`src/rtl/seq_run_detect_if.sv`:
```
// Serial-bit detector bus: qualified input bit plus runtime controls in, detection status out.
// The detector takes the slave side; the feeding logic takes the master side.
interface seq_run_detect_if #(
  parameter int RUN_LEN = 2,
  parameter int CNT_W   = 8
);
  localparam int RC_W = $clog2(RUN_LEN + 1);

  logic             en;
  logic             w;
  logic [1:0]       mode;
  logic             overlap;
  logic             clr_cnt;
  logic             z;
  logic             z_pol;
  logic [RC_W-1:0]  run_cnt;
  logic [CNT_W-1:0] hit_cnt;

  modport master (
    output en, w, mode, overlap, clr_cnt,
    input  z, z_pol, run_cnt, hit_cnt
  );

  modport slave (
    input  en, w, mode, overlap, clr_cnt,
    output z, z_pol, run_cnt, hit_cnt
  );
endinterface

```
`src/rtl/seq_run_detect.sv`:
```
// Run-length detector: registered Moore z one edge after the RUN_LEN-th equal accepted bit; en=0 freezes all state.
// Optional saturating hit counter with clr_cnt is built only when SEQ_RUN_HITCNT_EN is defined.
module seq_run_detect #(
  parameter int RUN_LEN = 2,
  parameter int CNT_W   = 8
) (
  input logic             Clk,
  input logic             Rst_n,
  seq_run_detect_if.slave bus
);
  localparam int RC_W = $clog2(RUN_LEN + 1);

  localparam logic [1:0] S_IDLE = 2'd0;
  localparam logic [1:0] S_RUN  = 2'd1;
  localparam logic [1:0] S_HIT  = 2'd2;

  localparam logic [RC_W-1:0] RL_MAX = RC_W'(RUN_LEN);
  localparam logic [RC_W-1:0] RL_PRE = RC_W'(RUN_LEN - 1);
  localparam logic [RC_W-1:0] RC_ONE = RC_W'(1);

  logic [1:0]      state_q, state_d;
  logic            last_q, last_d;
  logic [RC_W-1:0] run_cnt_q, run_cnt_d;
  logic            pol_ok;
  logic            hit;

  always_comb begin
    pol_ok = 1'b0;
    case (bus.mode)
      2'b00:   pol_ok = 1'b1;
      2'b01:   pol_ok = bus.w;
      2'b10:   pol_ok = ~bus.w;
      default: pol_ok = 1'b0;
    endcase
  end

  always_comb begin
    state_d   = state_q;
    last_d    = last_q;
    run_cnt_d = run_cnt_q;
    hit       = 1'b0;
    case (state_q)
      S_IDLE: begin
        if (bus.en) begin
          last_d    = bus.w;
          run_cnt_d = RC_ONE;
          state_d   = S_RUN;
        end
      end
      S_RUN: begin
        if (bus.en) begin
          if (bus.w != last_q) begin
            last_d    = bus.w;
            run_cnt_d = RC_ONE;
          end else begin
            if (run_cnt_q != RL_MAX) run_cnt_d = run_cnt_q + RC_ONE;
            // Only the step onto RUN_LEN can hit; a run already saturated never does.
            if (run_cnt_q == RL_PRE && pol_ok) begin
              state_d = S_HIT;
              hit     = 1'b1;
            end
          end
        end
      end
      S_HIT: begin
        if (bus.en) begin
          if (bus.w != last_q) begin
            last_d    = bus.w;
            run_cnt_d = RC_ONE;
            state_d   = S_RUN;
          end else if (!bus.overlap) begin
            run_cnt_d = RC_ONE;
            state_d   = S_RUN;
          end else if (pol_ok) begin
            hit = 1'b1;
          end else begin
            state_d = S_RUN;
          end
        end
      end
      default: state_d = S_IDLE;
    endcase
  end

  always_ff @(posedge Clk or negedge Rst_n) begin
    if (!Rst_n) begin
      state_q   <= S_IDLE;
      last_q    <= 1'b0;
      run_cnt_q <= '0;
    end else begin
      state_q   <= state_d;
      last_q    <= last_d;
      run_cnt_q <= run_cnt_d;
    end
  end

  assign bus.z       = (state_q == S_HIT);
  assign bus.z_pol   = last_q;
  assign bus.run_cnt = run_cnt_q;

`ifdef SEQ_RUN_HITCNT_EN
  logic [CNT_W-1:0] hit_cnt_q, hit_cnt_d;

  always_comb begin
    hit_cnt_d = hit_cnt_q;
    if (bus.clr_cnt)                      hit_cnt_d = '0;
    else if (hit && (hit_cnt_q != '1))    hit_cnt_d = hit_cnt_q + 1'b1;
  end

  always_ff @(posedge Clk or negedge Rst_n) begin
    if (!Rst_n) hit_cnt_q <= '0;
    else        hit_cnt_q <= hit_cnt_d;
  end

  assign bus.hit_cnt = hit_cnt_q;
`else
  logic unused_hitcnt;
  assign unused_hitcnt = hit ^ bus.clr_cnt;
  assign bus.hit_cnt   = '0;
`endif
endmodule

```
`src/flat_wrapper.sv`:
```
// flat-port wrapper written by rule: the top's interface ports become plain ports
module seq_run_detect_flat 
#(
  parameter int RUN_LEN = 2,
  parameter int CNT_W   = 8
)
  (Clk, Rst_n, bus_en, bus_w, bus_mode, bus_overlap, bus_clr_cnt, bus_z, bus_z_pol, bus_run_cnt, bus_hit_cnt);
  seq_run_detect_if #(.RUN_LEN(RUN_LEN), .CNT_W(CNT_W)) bus_i ();
  input logic Clk;
  input logic Rst_n;
  input wire logic [$bits(bus_i.en)-1:0] bus_en;
  input wire logic [$bits(bus_i.w)-1:0] bus_w;
  input wire logic [$bits(bus_i.mode)-1:0] bus_mode;
  input wire logic [$bits(bus_i.overlap)-1:0] bus_overlap;
  input wire logic [$bits(bus_i.clr_cnt)-1:0] bus_clr_cnt;
  output wire logic [$bits(bus_i.z)-1:0] bus_z;
  output wire logic [$bits(bus_i.z_pol)-1:0] bus_z_pol;
  output wire logic [$bits(bus_i.run_cnt)-1:0] bus_run_cnt;
  output wire logic [$bits(bus_i.hit_cnt)-1:0] bus_hit_cnt;
  assign bus_i.en = bus_en;
  assign bus_i.w = bus_w;
  assign bus_i.mode = bus_mode;
  assign bus_i.overlap = bus_overlap;
  assign bus_i.clr_cnt = bus_clr_cnt;
  assign bus_z = bus_i.z;
  assign bus_z_pol = bus_i.z_pol;
  assign bus_run_cnt = bus_i.run_cnt;
  assign bus_hit_cnt = bus_i.hit_cnt;
  seq_run_detect #(.RUN_LEN(RUN_LEN), .CNT_W(CNT_W)) u_core (.Clk(Clk), .Rst_n(Rst_n), .bus(bus_i));
endmodule
```
`config.mk`:
```
export PLATFORM = sky130hd
export DESIGN_NAME = seq_run_detect_flat
export DESIGN_NICKNAME = d
export VERILOG_FILES = /design/src/rtl/seq_run_detect_if.sv /design/src/rtl/seq_run_detect.sv /design/src/flat_wrapper.sv
export SDC_FILE = /design/constraint.sdc
export NUM_CORES = 1
export LEC_CHECK = 0
export CELL_PAD_IN_SITES_DETAIL_PLACEMENT = 0
export CELL_PAD_IN_SITES_GLOBAL_PLACEMENT = 1
export CORE_MARGIN = 2
export CORE_UTILIZATION = 30
export DETAILED_ROUTE_END_ITERATION = 16
export PLACE_DENSITY_LB_ADDON = 0.1
export SYNTH_ARGS = -nofsm -noshare
export SYNTH_HDL_FRONTEND = slang
export SYNTH_SLANG_ARGS = --single-unit
```
`constraint.sdc`:
```
create_clock -name Clk -period 2.2 [get_ports Clk]
set_clock_uncertainty 0.2 [all_clocks]
set_input_delay 0.44 -clock Clk [delete_from_list [all_inputs] [get_ports Clk]]
set_output_delay 0.44 -clock Clk [all_outputs]
set_load 0.03 [all_outputs]
```
# == Word-level counts from Yosys, hierarchy flattened ==
# Cells that the tools add are included.
# word_totals
reg_bits,5
latchBits,0
ram_bits,0
mem_bits_ro,0
input_bits,8
output_inout_bits,12
mem_count,0
# op_classes
add_sub_neg,1
n_mul,0
n_div,0
order_cmp,0
eq_ne,17
shift,0
mux,21
n_bitwise,1
n_reduce_logical,9
# ops
op,n
$mux W2,14
$pmux W2 S3,2
$reduce_and A6 Y1,2
$ne A2 B2 Y1 const B,5
$eq A2 B1 Y1 const B,3
$ne A2 B1 Y1 const B,3
$eq A2 B2 Y1 const B,2
$logic_not A2 Y1,2
$ne A4 B4 Y1 const B,1
$reduce_and A4 Y1,1
$mux W1,3
$ne A3 B1 Y1 const B,1
$ne A3 B2 Y1 const B,1
$pmux W1 S3,1
$reduce_bool A3 Y1,1
$add A2 B1 Y2 const B,1
$pmux W1 S2,1
$reduce_bool A2 Y1,1
$reduce_or A2 Y1,1
$logic_and A1 B1 Y1,1
$ne A1 B1 Y1,1
$not A1 Y1,1

# == Longest topological paths before layout ==
# logic_depth
word_depth,7
mapped_depth,6
depth_no_buf,6

# == Least setup slack after synthesis ==
# No wires, ideal clock.
# synth_timing
path_kind,register to register
from,register u_core.state_q[0]
to,register u_core.state_q[0]
setup_ns,0.132
arrival_time_ns,1.382
required_ns,1.868
setup_slack_ns,0.486
stages_incl_launch_ff,7
period_less_slack_ns,1.714
cell_sequence,dfrtp_1 -> inv_1 -> ha_1 -> nand2_1 -> o21bai_1 -> a31oi_1 -> a31oi_1
# synth_between
elab_chain_cells,3
elab_cells_between_ends,11
classes_between,8 x eq/ne; 1 x mux; 2 x reduce/logical
# synth_rtl
element,line_no,source
start: declaration,seq_run_detect.sv:21,"logic [1:0] state_q, state_d;"
start signal: assignment,seq_run_detect.sv:91,state_q <= state_d;
$eq A2 B2 Y1 (*),--,
net bus_z,flat_wrapper.sv:16,output wire logic [$bits(bus_i.z)-1:0] bus_z;
$ne A4 B4 Y1 (no line) / $ne A2 B2 Y1 (equally long branches),--,
$reduce_and A6 Y1 (no line),--,
# Mark *: on every way through the listed nets, which the timed path passes. The rest lies on a longest branch.
# A chain may end at the register's enable or synchronous reset.

# == Final worst setup path ==
# layout_timing
from,"register u_core.last_q, in the netlist u_core.bus.z_pol"
to,output port bus_z_pol
# layout_lines
element,line_no,source
start: declaration,seq_run_detect.sv:22,"logic last_q, last_d;"
start signal: assignment,seq_run_detect.sv:92,last_q <= last_d;
end: declaration,flat_wrapper.sv:17,output wire logic [$bits(bus_i.z_pol)-1:0] bus_z_pol;
# No word-level cell between the ends.

==> results.txt <==
Status = finished clean
Reg power frac = 22.5%
Syn Area/Cell = 9.34 um2
Num Clock Sinks = 5
N_diodes = 0
Comb power frac = 64.7%
Synth Instances = 56
Port bufs = 10
Worst hold slack = 0.214 ns
Register area share after synthesis = 23.9%
Slew Viols, Final = 0
Pin count of the biggest net entering global routing = 7
Total internal power = 0.421 mW
Max-Cap Viols = 0
Nets = 88
Worst r2r path cells = 6
Height of the die = 45.8 um
Number of global-route vias before repair = 409
CP max-delay cell = clkdlybuf4s50_1
Final min period = 2.03 ns
Wire per inst = 11.3 um
Multi-input logic area = 334 um2
DRT iter0 DRCs = 4
Final Instance Area = 647 um2
Startpoint Class = flop
TNS Setup = 0 ns
Setup crit end kind = output port
Skew-Pair Late Insertion Delay = 0.24 ns
Placed Area = 622 um2
Register area = 125 um2
# H-tree levels = 1
R2r startpoint = u_core.state_q[1]
Row count = 15
Commonest non-fill, non-tap cells in the layout = 9 x clkdlybuf4s50_1, 8 x ha_1, 8 x conb_1, 5 x inv_1, 5 x dfrtp_1
Main combinational cell family by area after synthesis = compound AO/OA/AOI/OAI gates
HP Class = input pin to asynchronous set/reset pin
First-pass GRT wire length = 1730 um
IO Pins = 20
Synth Area in Compound Gates = 21.5%
Critical Path AT = 1.39 ns
GRT Residual Overflow = 0
Post-Synth Simple-Gate Area = 9.09%
Tcrit/Tclk final = 92.4%
Via/cell ratio = 4.58
HPWL after DPL = 832 um
Setup repair after global routing missed its margin = no
Inserted Clock Buffers = 3
Commonest non-fill, non-tap cell in the layout = clkdlybuf4s50_1
GRT Total Usage = 11.9%
FF-to-FF End = u_core.bus.run_cnt[0]
Vias = 403
CTS tree = built
Initial Utilization = 31.0%
Reg2reg setup slack = 0.33 ns
Final ANT Viol Nets = 0
Mapped Area = 523 um2
Pre-antenna DRT Iters = 3
CP max stage delay = 0.71 ns
Yosys warns = 0
DRC = 0
Critical path class = flop to output port
Library cells used by synthesis = 23
Total of fill cells in the finished design = 181
Net Switching = 0.375 mW
Clk pwr share = 12.8%
Worst Path Buf+Inv = 1
Routed wire length = 993 um
Final hold viol count = 0
WP data required = 1.56 ns
Post-CTS Setup Bufs = 0
CTS clk-pin slew, worst paths = 0.04 ns
Post-synthesis xor/xnor area fraction = 3.35%
Die Wd = 45.8 um
Routability cong. = 0.695
Multiplexer share of the synthesized area = 5.02%
Sw Share = 47.1%
Synth Register Bits = 5
CP Max Fanout = 6
CTS root buf = clkbuf_4
Initial antenna violation count = 0
Core area = 1690 um2
Share of cells above drive strength 1 = 14.1%
Leakage = 0.317 nW
Clock Tree Buf Depth = 2
Peak Freq = 0.492 GHz
Area growth syn-to-layout = 23.7%
Adder-cell area share of the yosys netlist = 19.1%
CP delay by family, top = buffers and inverters
DIE AREA = 2090 um2
Final setup viols = 0
PD cells = 1230 nW/um2
VDD IR max = 638 uV
Worst-path cell chain = clkdlybuf4s50_1
-- repair_timing --
item                                    4_1_cts  5_1_grt
endpoints found under the setup margin        1        0
hold buffers                                  0        0
resized for setup                             1        0
-- final cells by class --
| class | instances | share of cell area [%] |
|---|---|---|
| inverter | 5 | 2.90 |
| multi-input combinational | 44 | 51.6 |
| sequential | 5 | 19.3 |
| timing repair buffer | 13 | 18.8 |
| tap | 17 | 3.29 |
| clock buffer | 4 | 4.06 |
-- flip-flops by register name, indices dropped and copies added, names as in the netlist --
register and cells:
u_core.bus.run_cnt 2, u_core.bus.z_pol 1, u_core.state_q 2
-- worst max-delay path by stage --
stage / startpoint / to / slack, ns / cells after the start
4_1_cts: u_core.bus.z_pol / bus_z_pol / 0.16 / 1
6_report: u_core.bus.z_pol / bus_z_pol / 0.17 / 1
3_5_place_dp: bus_w / u_core.state_q[0] / 0.16 / 5
3_3_place_gp: bus_w / u_core.state_q[0] / 0.15 / 5
2_1_floorplan: u_core.state_q[0] / u_core.state_q[0] / 0.49 / 6
5_1_grt: u_core.state_q[1] / u_core.bus.run_cnt[0] / 0.11 / 6
-- synthesized netlist by cell type --
library cell,count,area share [%]
xor2_1,1,1.7
and3b_2,1,1.9
inv_1,5,3.6
o22ai_4,1,3.8
nand3_1,1,0.96
o21ba_2,1,1.9
dfrtp_1,5,24
a31oi_1,4,4.8
buf_6,1,2.2
o32ai_1,1,1.7
a22oi_1,2,2.9
xnor2_1,1,1.7
nor3_1,2,1.9
ha_1,8,19
nand2_1,4,2.9
mux2_4,1,2.9
nor2_1,2,1.4
buf_4,8,11
o21bai_1,2,2.9
conb_1,1,0.72
o21ai_1,2,1.9
mux2_1,1,2.2
o41ai_1,1,1.7
-- metal layers --
metal | part of all wire [%] | vias to the layer above | global-route usage, % | wire length, um
met2 | 46 | 8 | 16.6 | 456
met5 | 0 | - | 0 | 0
met4 | 0 | 0 | 6.86 | 0
met1 | 51 | 184 | 16.7 | 506
li1 | - | 211 | - | -
met3 | 3.0 | 0 | 2.38 | 30
-- power groups by stage --
stage | Sequential [mW] | Clock [mW] | Combinational, mW
finish | 0.179 | 0.102 | 0.515
global route | 0.187 | 0.117 | 0.581
CTS | 0.179 | 0.108 | 0.520
detailed placement | 0.180 | 0 | 0.522
global placement | 0.180 | 0 | 0.525
floorplan | 0.212 | 0 | 0.337
-- through the flow --
| stage | cells | total power, mW | setup slack (ns) | util, % |
|---|---|---|---|---|
| 6_report | 88 | 0.796 | 0.168 | 38.3 |
| 5_1_grt | 88 | 0.886 | 0.113 | 38.3 |
| 4_1_cts | 88 | 0.806 | 0.160 | 38.3 |
| 3_5_place_dp | 84 | 0.702 | 0.157 | 36.8 |
| 3_3_place_gp | 84 | 0.705 | 0.154 | 36.8 |
| 2_1_floorplan | 63 | 0.548 | 0.486 | - |
-- cell families (layout without fill, tap and decap cells) --
family / count (synthesis) / count (layout)
compound gates: 14 / 14
xor+xnor: 2 / 2
fa+ha+maj: 8 / 8
buf+inv: 14 / 22
flops: 5 / 5
mux: 2 / 2
other cells: 1 / 8
simple gates: 10 / 10
Power figures use the tool's default switching activity.
